===== src/rtl/bin_to_bcd_seq.sv =====
// bin_to_bcd_seq: sequential double-dabble (shift-and-add-3) converter.
// Converts one W-bit unsigned value into DIGITS packed BCD digits.
// It performs one iteration per clock and takes W clocks per conversion.
//
// state | meaning
// ------+-----------------------------------------------------------
// IDLE  | waiting for start; bcd holds the last completed result
// SHIFT | one adjust+shift iteration per edge, W iterations in total
module bin_to_bcd_seq #(
  parameter int W      = 16,
  parameter int DIGITS = 5
) (
  input  logic                  clk,
  input  logic                  clrn,
  input  logic                  start,
  input  logic [W-1:0]          bin,
  output logic [4*DIGITS-1:0]   bcd,
  output logic                  busy,
  output logic                  done
);

  localparam int            CW       = (W > 1) ? $clog2(W) : 1;
  localparam logic [CW-1:0] CNT_LAST = CW'(W - 1);
  localparam int            SW       = 4 * DIGITS;

  typedef enum logic {
    IDLE  = 1'b0,
    SHIFT = 1'b1
  } state_t;

  state_t          state_q, state_d;
  logic [CW-1:0]   cnt_q,   cnt_d;
  logic [W-1:0]    bin_q,   bin_d;
  logic [SW-1:0]   scr_q,   scr_d;
  logic [SW-1:0]   bcd_q,   bcd_d;
  logic            done_q,  done_d;

  logic [SW-1:0]   scr_adj;
  logic [SW-1:0]   scr_shift;

  // Add 3 to every scratch digit >= 5. Each digit is adjusted on its own,
  // with no carry passed between digits.
  always_comb begin
    scr_adj = '0;
    for (int i = 0; i < DIGITS; i++) begin
      scr_adj[4*i +: 4] = scr_q[4*i +: 4] +
                          ((scr_q[4*i +: 4] >= 4'd5) ? 4'd3 : 4'd0);
    end
    scr_shift = {scr_adj[SW-2:0], bin_q[W-1]};
  end

  // Next-state logic: capture on accept, iterate, and publish the result on the last pass.
  always_comb begin
    state_d = state_q;
    cnt_d   = cnt_q;
    bin_d   = bin_q;
    scr_d   = scr_q;
    bcd_d   = bcd_q;
    done_d  = 1'b0;
    case (state_q)
      IDLE: begin
        if (start) begin
          bin_d   = bin;
          scr_d   = '0;
          cnt_d   = '0;
          state_d = SHIFT;
        end
      end
      SHIFT: begin
        scr_d = scr_shift;
        bin_d = {bin_q[W-2:0], 1'b0};
        cnt_d = cnt_q + CW'(1);
        if (cnt_q == CNT_LAST) begin
          bcd_d   = scr_shift;
          done_d  = 1'b1;
          cnt_d   = '0;
          state_d = IDLE;
        end
      end
      default: state_d = IDLE;
    endcase
  end

  // State and datapath registers. A reset clears everything, which also aborts a conversion in flight.
  always_ff @(posedge clk or negedge clrn) begin
    if (!clrn) begin
      state_q <= IDLE;
      cnt_q   <= '0;
      bin_q   <= '0;
      scr_q   <= '0;
      bcd_q   <= '0;
      done_q  <= 1'b0;
    end else begin
      state_q <= state_d;
      cnt_q   <= cnt_d;
      bin_q   <= bin_d;
      scr_q   <= scr_d;
      bcd_q   <= bcd_d;
      done_q  <= done_d;
    end
  end

  assign bcd  = bcd_q;
  assign done = done_q;
  assign busy = (state_q == SHIFT);

endmodule


===== config.mk =====
export PLATFORM = sky130hd
export DESIGN_NAME = bin_to_bcd_seq
export DESIGN_NICKNAME = d
export VERILOG_FILES = /design/src/rtl/bin_to_bcd_seq.sv
export SDC_FILE = /design/constraint.sdc
export NUM_CORES = 1
export LEC_CHECK = 0
export ABC_CLOCK_PERIOD_IN_PS = 2300
export CORE_ASPECT_RATIO = 1.25
export CORE_MARGIN = 4
export CORE_UTILIZATION = 40
export DETAILED_ROUTE_END_ITERATION = 8
export SYNTH_ARGS = -nofsm -noshare
export SYNTH_HDL_FRONTEND = slang
export SYNTH_SLANG_ARGS = --single-unit

===== constraint.sdc =====
create_clock -name clk -period 2.3 [get_ports clk]
set_clock_uncertainty 0.1 [all_clocks]
set_input_delay 0.345 -clock clk [delete_from_list [all_inputs] [get_ports clk]]
set_output_delay 0.345 -clock clk [all_outputs]
set_load 0.02 [all_outputs]

=== Yosys cells after proc, flatten, opt, wreduce, memory -nomap -nowiden ===
Cells that the tools add are included.

* Logic and storage cells: 38
* Register bits after elaboration: 62

* Add/sub/neg operators: 6
* Order comparisons: 5
* Muxes and demuxes: 17
* Eq/ne operators: 2
* Reduce and logical (&&, ||, !) cells: 1
* Bitwise logic cells: 1

{| class="wikitable"
|+ Operator list
! cell !! count
|-
| 20-bit one-hot mux with 2 select lines || 1
|-
| 16-bit one-hot mux with 2 select lines || 1
|-
| 4-bit by 3-bit >= comparator with 1-bit output, second input constant || 5
|-
| 20-bit 2-to-1 mux || 1
|-
| 4-bit by 2-bit adder with 4-bit output || 4
|-
| 16-bit 2-to-1 mux || 1
|-
| 2-bit 2-to-1 mux || 5
|-
| 4-bit 2-to-1 mux || 2
|-
| 4-bit one-hot mux with 2 select lines || 1
|-
| 4-bit by 1-bit adder with 4-bit output, second input constant || 1
|-
| 4-bit equality test, second input constant || 1
|-
| 1-bit 2-to-1 mux || 4
|-
| 3-bit by 2-bit adder with 3-bit output || 1
|-
| 2-bit inequality test, second input constant || 1
|-
| 1-bit one-hot mux with 2 select lines || 1
|-
| 2-bit AND reduction || 1
|-
| 1-bit inverter || 1
|}

=== Longest topological paths before layout ===
* Word-level depth: 4
* Gate-level depth with buffers: 8

=== Least setup slack after synthesis ===
OpenSTA, ideal clock, no wires.

* Kind: reg2reg
* Start: reg scr_q[17]
* End: reg scr_q[19]
* Path slack: 0.599 ns
* Setup time: 0.134 ns
* Path buffers: 0
* Data arrival time: 1.467 ns
* Cell stages (with the launch flop): 8
* Path through: dfrtp_1 o21ai_0 nand2b_1 ha_1 fa_1 xor2_1 nand2_1 o21ai_0

* Longest elaborated chain between the ends: 4

{| class="wikitable"
|+ RTL lines
! item !! RTL line !! source
|-
| start: declaration || 34 || <nowiki>logic [SW-1:0] scr_q, scr_d;</nowiki>
|-
| start signal: assignment || 97 || <nowiki>scr_q <= scr_d;</nowiki>
|-
| 4-bit by 3-bit >= comparator with 1-bit output || 47 || <nowiki>((scr_q[4*i +: 4] >= 4'd5) ? 4'd3 : 4'd0);</nowiki>
|-
| 2-bit 2-to-1 mux || 47 ||
|-
| 3-bit by 2-bit adder with 3-bit output (*) || 46 || <nowiki>scr_adj[4*i +: 4] = scr_q[4*i +: 4] +</nowiki>
|-
| 20-bit one-hot mux with 2 select lines (*) || 60 || <nowiki>case (state_q)</nowiki>
|}

Every way passes the cells marked *; elsewhere a longest branch is shown, timed or not.
A chain may end at the register's enable or synchronous reset.

=== Worst setup path in the final report ===
* Start: reg scr_q[14]
* End: reg scr_q[15]

* Longest elaborated chain between the ends: 4

{| class="wikitable"
|+ RTL lines
! item !! RTL line
|-
| 4-bit by 3-bit >= comparator with 1-bit output || 47
|-
| 2-bit 2-to-1 mux || 47
|-
| 4-bit by 2-bit adder with 4-bit output (*) || 46
|-
| 20-bit one-hot mux with 2 select lines (*) || 60
|}

Marks and branches as above.

==> impl_metrics.py <==
metrics = {
    "outcome": {
        "status": "complete, no violations",
    },
    "pwr": {
        "leakagePower_nw": 1.819,
        "irDropWorstVdd_mv": 0.4893,
        "netSwitchingFraction_pct": 39.76,
        "intPower_mw": 3.272,
        "power.density_nw_per_um2": 1448,
        "power.share.combinational_pct": 48.7,
        "p_sw_mw": 2.159,
        "clkPwrFrac_pct": 15.1,
        "share_seq_of_total_power_pct": 36.2,
    },
    "grt": {
        "number_of_global_route_vias_before_repair": 2231,
        "global_route.usage.total_pct": 13.98,
        "grt_antenna_before_repair": 0,
        "grt_max_degree": 39,
        "global_route_wire_length_before_repair_um": 10210,
        "gr-total-overflow": 0,
    },
    "logic_synthesis": {
        "share_of_yosys_cell_area_claimed_by_the_top_area_cell_type_pct": 49.62,
        "mappedNetlistNets": 339,
        "synth-edff-count": 0,
        "yosysSeqAreaShare_pct": 49.62,
        "postSynth.asyncResetShare_pct": 100.0,
        "yosysTopAreaCell": "dfrtp_1",
        "yosysWarnings": 0,
        "netlist_area_sq_um": 3127,
        "post_synth_main_area_contributors": "dfrtp_1 50%, nand2_1 8.8%, mux2i_1 8.0%",
        "postSynthAreaPerCell_sq_um": 10.25,
        "postSynthRegisterBits": 62,
        "synthDistinctLibCells": 30,
        "synth_cells": 305,
        "synth-main-ff-cell": "dfrtp_1",
    },
    "cells_and_area": {
        "final_util_pct": 50.09,
        "regArea_sq_um": 1553,
        "fillCellCount": 694,
        "final_cell_mix": "73 x nand2_1, 61 x dfrtp_1, 39 x clkdlybuf4s50_1",
        "most_common_cell_after_layout_fill_and_taps_aside": "nand2_1",
        "insertedDiodeCount": 0,
        "multi_input_area_sq_um": 1395,
        "area_growth_pct": 19.97,
        "post_route_cells_drive_above_1_share_pct": 10.54,
        "finish.net_count": 383,
    },
    "sta": {
        "slew_violations": 0,
        "tightestPinTransition_ns": 0.6197,
        "timing_hold_violations_final": 0,
        "post-route-min-period_ns": 1.849,
        "setup_ws_ns": 0.4514,
        "grt_setup_unrepaired": "false",
        "setup_violations": 0,
        "post-route-period-util_pct": 80.37,
        "clock.fmax_mhz": 541.0,
        "timing.slew.headroom_pct": 58.69,
        "totalNegativeSetupSlack_ns": 0,
    },
    "worst_setup_path": {
        "worstPathRequired_ns": 2.45,
        "timing.critical_path.slowest_stage_cell": "dfrtp_1",
        "critical_path_peak_fanout": 6,
        "path_common_cell": "o21ai_0",
        "cpPeakStageDelay_ns": 0.43,
        "worstPathCellList": "o21ai_0 -> nand2b_1 -> ha_1 -> inv_1 -> fa_1 -> xnor2_1 -> nand2_1 -> o21ai_0",
        "path_type_of_the_worst_setup_path": "flip-flop to flip-flop",
        "start_kind": "flip-flop",
        "setup.worst_path.end_class": "flip-flop",
        "cp.arrival_ns": 2.00,
    },
    "worst_hold_path": {
        "worst_min_delay_path_class": "flip-flop to flip-flop",
    },
    "floorplan": {
        "core_area_sq_um": 7488,
        "initial_utilization_pct": 41.75,
        "placement_rows": 35,
        "top_level_pins": 41,
        "dieWidth_um": 87.08,
        "die_area_sq_um": 9305,
        "die_h_um": 106.9,
    },
    "drt": {
        "antenna_left": 0,
        "drtIter0Drc": 75,
        "wl_um": 5866,
        "drt_pre_antenna_iters": 4,
        "num_vias": 2194,
        "wl_per_cell_um": 13.24,
        "drc": 0,
        "post_drt_via_cell_ratio": 4.953,
    },
    "clock_tree": {
        "insertion_delay_ns": 0.33,
        "postCtsSetupRepairBufs": 0,
        "clock_tree.root_cell": "clkbuf_8",
        "cts_repair_resize_count": 0,
        "total_cts_buffers": 9,
        "clock_pin_slew_reported_for_the_worst_setup_and_hold_paths_after_clock_tree_synthesis_ns": 0.06,
        "ctsLongestPathBuffers": 2,
        "cts_num_sinks": 62,
        "cts_htree_levels": 3,
        "clock_tree_from_tritoncts": "yes",
    },
    "job": {
        "max-cap-violations": 0,
    },
    "place": {
        "gp_congestion": 0.7487,
        "pre_cts_ws_ns": 0.4420,
        "place_hpwl_um": 4032,
        "io_buffers": 40,
    },
}
## cell type report
cell class              count  area share (%)
multi-input cells         214           37.19
clock inverters             2          0.2668
repair buffers             49           12.74
clock buffers              11           4.036
inverters                  13           1.301
flip-flops and latches     62           41.39
well taps                  92           3.069
## path summary, 6_finish.rpt
check / startpoint / endpoint / slack (ns) / cells past startpoint
max in group asynchronous: clrn / busy$_DFF_PN0_ / 1.01 / 3
setup / recovery: scr_q[14]$_DFFE_PN0P_ / scr_q[15]$_DFFE_PN0P_ / 0.45 / 8
setup reg to reg: scr_q[14]$_DFFE_PN0P_ / scr_q[15]$_DFFE_PN0P_ / 0.45 / 8
min in group asynchronous: clrn / bcd[1]$_DFFE_PN0P_ / 0.46 / 2
hold reg to reg: bcd[11]$_DFFE_PN0P_ / bcd[11]$_DFFE_PN0P_ / 0.37 / 2
hold / removal: bcd[11]$_DFFE_PN0P_ / bcd[11]$_DFFE_PN0P_ / 0.37 / 2
## per-stage QoR
step	hold slack [ns]	power [mW]	cell area, sq um	instances
6_report	0.3750	5.431	3751	443
5_1_grt	0.3937	5.932	3751	443
4_1_cts	0.3818	5.510	3751	443
3_5_place_dp	0.3075	4.659	3580	429
3_3_place_gp	0.2941	4.567	3580	429
2_1_floorplan	-0.05059	3.874	3127	305
## power by group through the flow
stage	clock [mW]	sequential, mW	combinational, mW
2_1_floorplan	0	2.12	1.76
6_report	0.821	1.97	2.64
3_5_place_dp	0	1.99	2.67
4_1_cts	0.854	1.97	2.68
3_3_place_gp	0	1.97	2.60
5_1_grt	0.902	2.04	2.99
## cells by family after synthesis
group           after synthesis  share of synthesized area (%)
xor+xnor                      5                          1.400
mux                          25                          8.003
fa+ha+maj                    15                          7.203
simple gates                115                          17.21
compound gates               54                          10.80
buf+inv                      29                          5.762
flops                        62                          49.62
## cells in the mapped netlist (all sizes together), types with 2 or more instances
| master | n |
|---|---|
| o21ai | 38 |
| buf | 14 |
| nor2b | 5 |
| nand2b | 22 |
| dfrtp | 62 |
| xnor2 | 4 |
| clkbuf | 2 |
| o31ai | 4 |
| inv | 13 |
| nor2 | 3 |
| nand2 | 79 |
| fa | 5 |
| nand3 | 4 |
| mux2i | 25 |
| a32oi | 4 |
| ha | 10 |
| a21o | 5 |
## worst max-delay path, delay by kind of cell, from the launching register on
kind | cells | cell delay, ns
and+or+nand+nor | 2 | 0.20
AOI/OAI and AO/OA | 2 | 0.19
adders and majority gates | 2 | 0.58
DFF | 1 | 0.43
xor gates and xnor gates | 1 | 0.20
buffers and inverters | 1 | 0.06
## flip-flops by register name, summed over array words and instances, names as in the netlist
register / flops
busy: 1
scr_q: 20
bcd: 20
bin_q: 16
done: 1
cnt_q: 4
## routing by layer
metal | track usage [%] | vias up | wire length [um]
li1 | - | 1095 | -
met1 | 17.93 | 1058 | 2755
met2 | 22.10 | 38 | 2855
met3 | 3.613 | 3 | 235
met4 | 6.013 | 0 | 20
met5 | 0 | - | 0
## timing repair
item,4_1_cts,5_1_grt
setup endpoints to repair,0,0
endpoints found under the hold margin,24,0
hold buffers,1,0
Power figures use the tool's default switching activity.
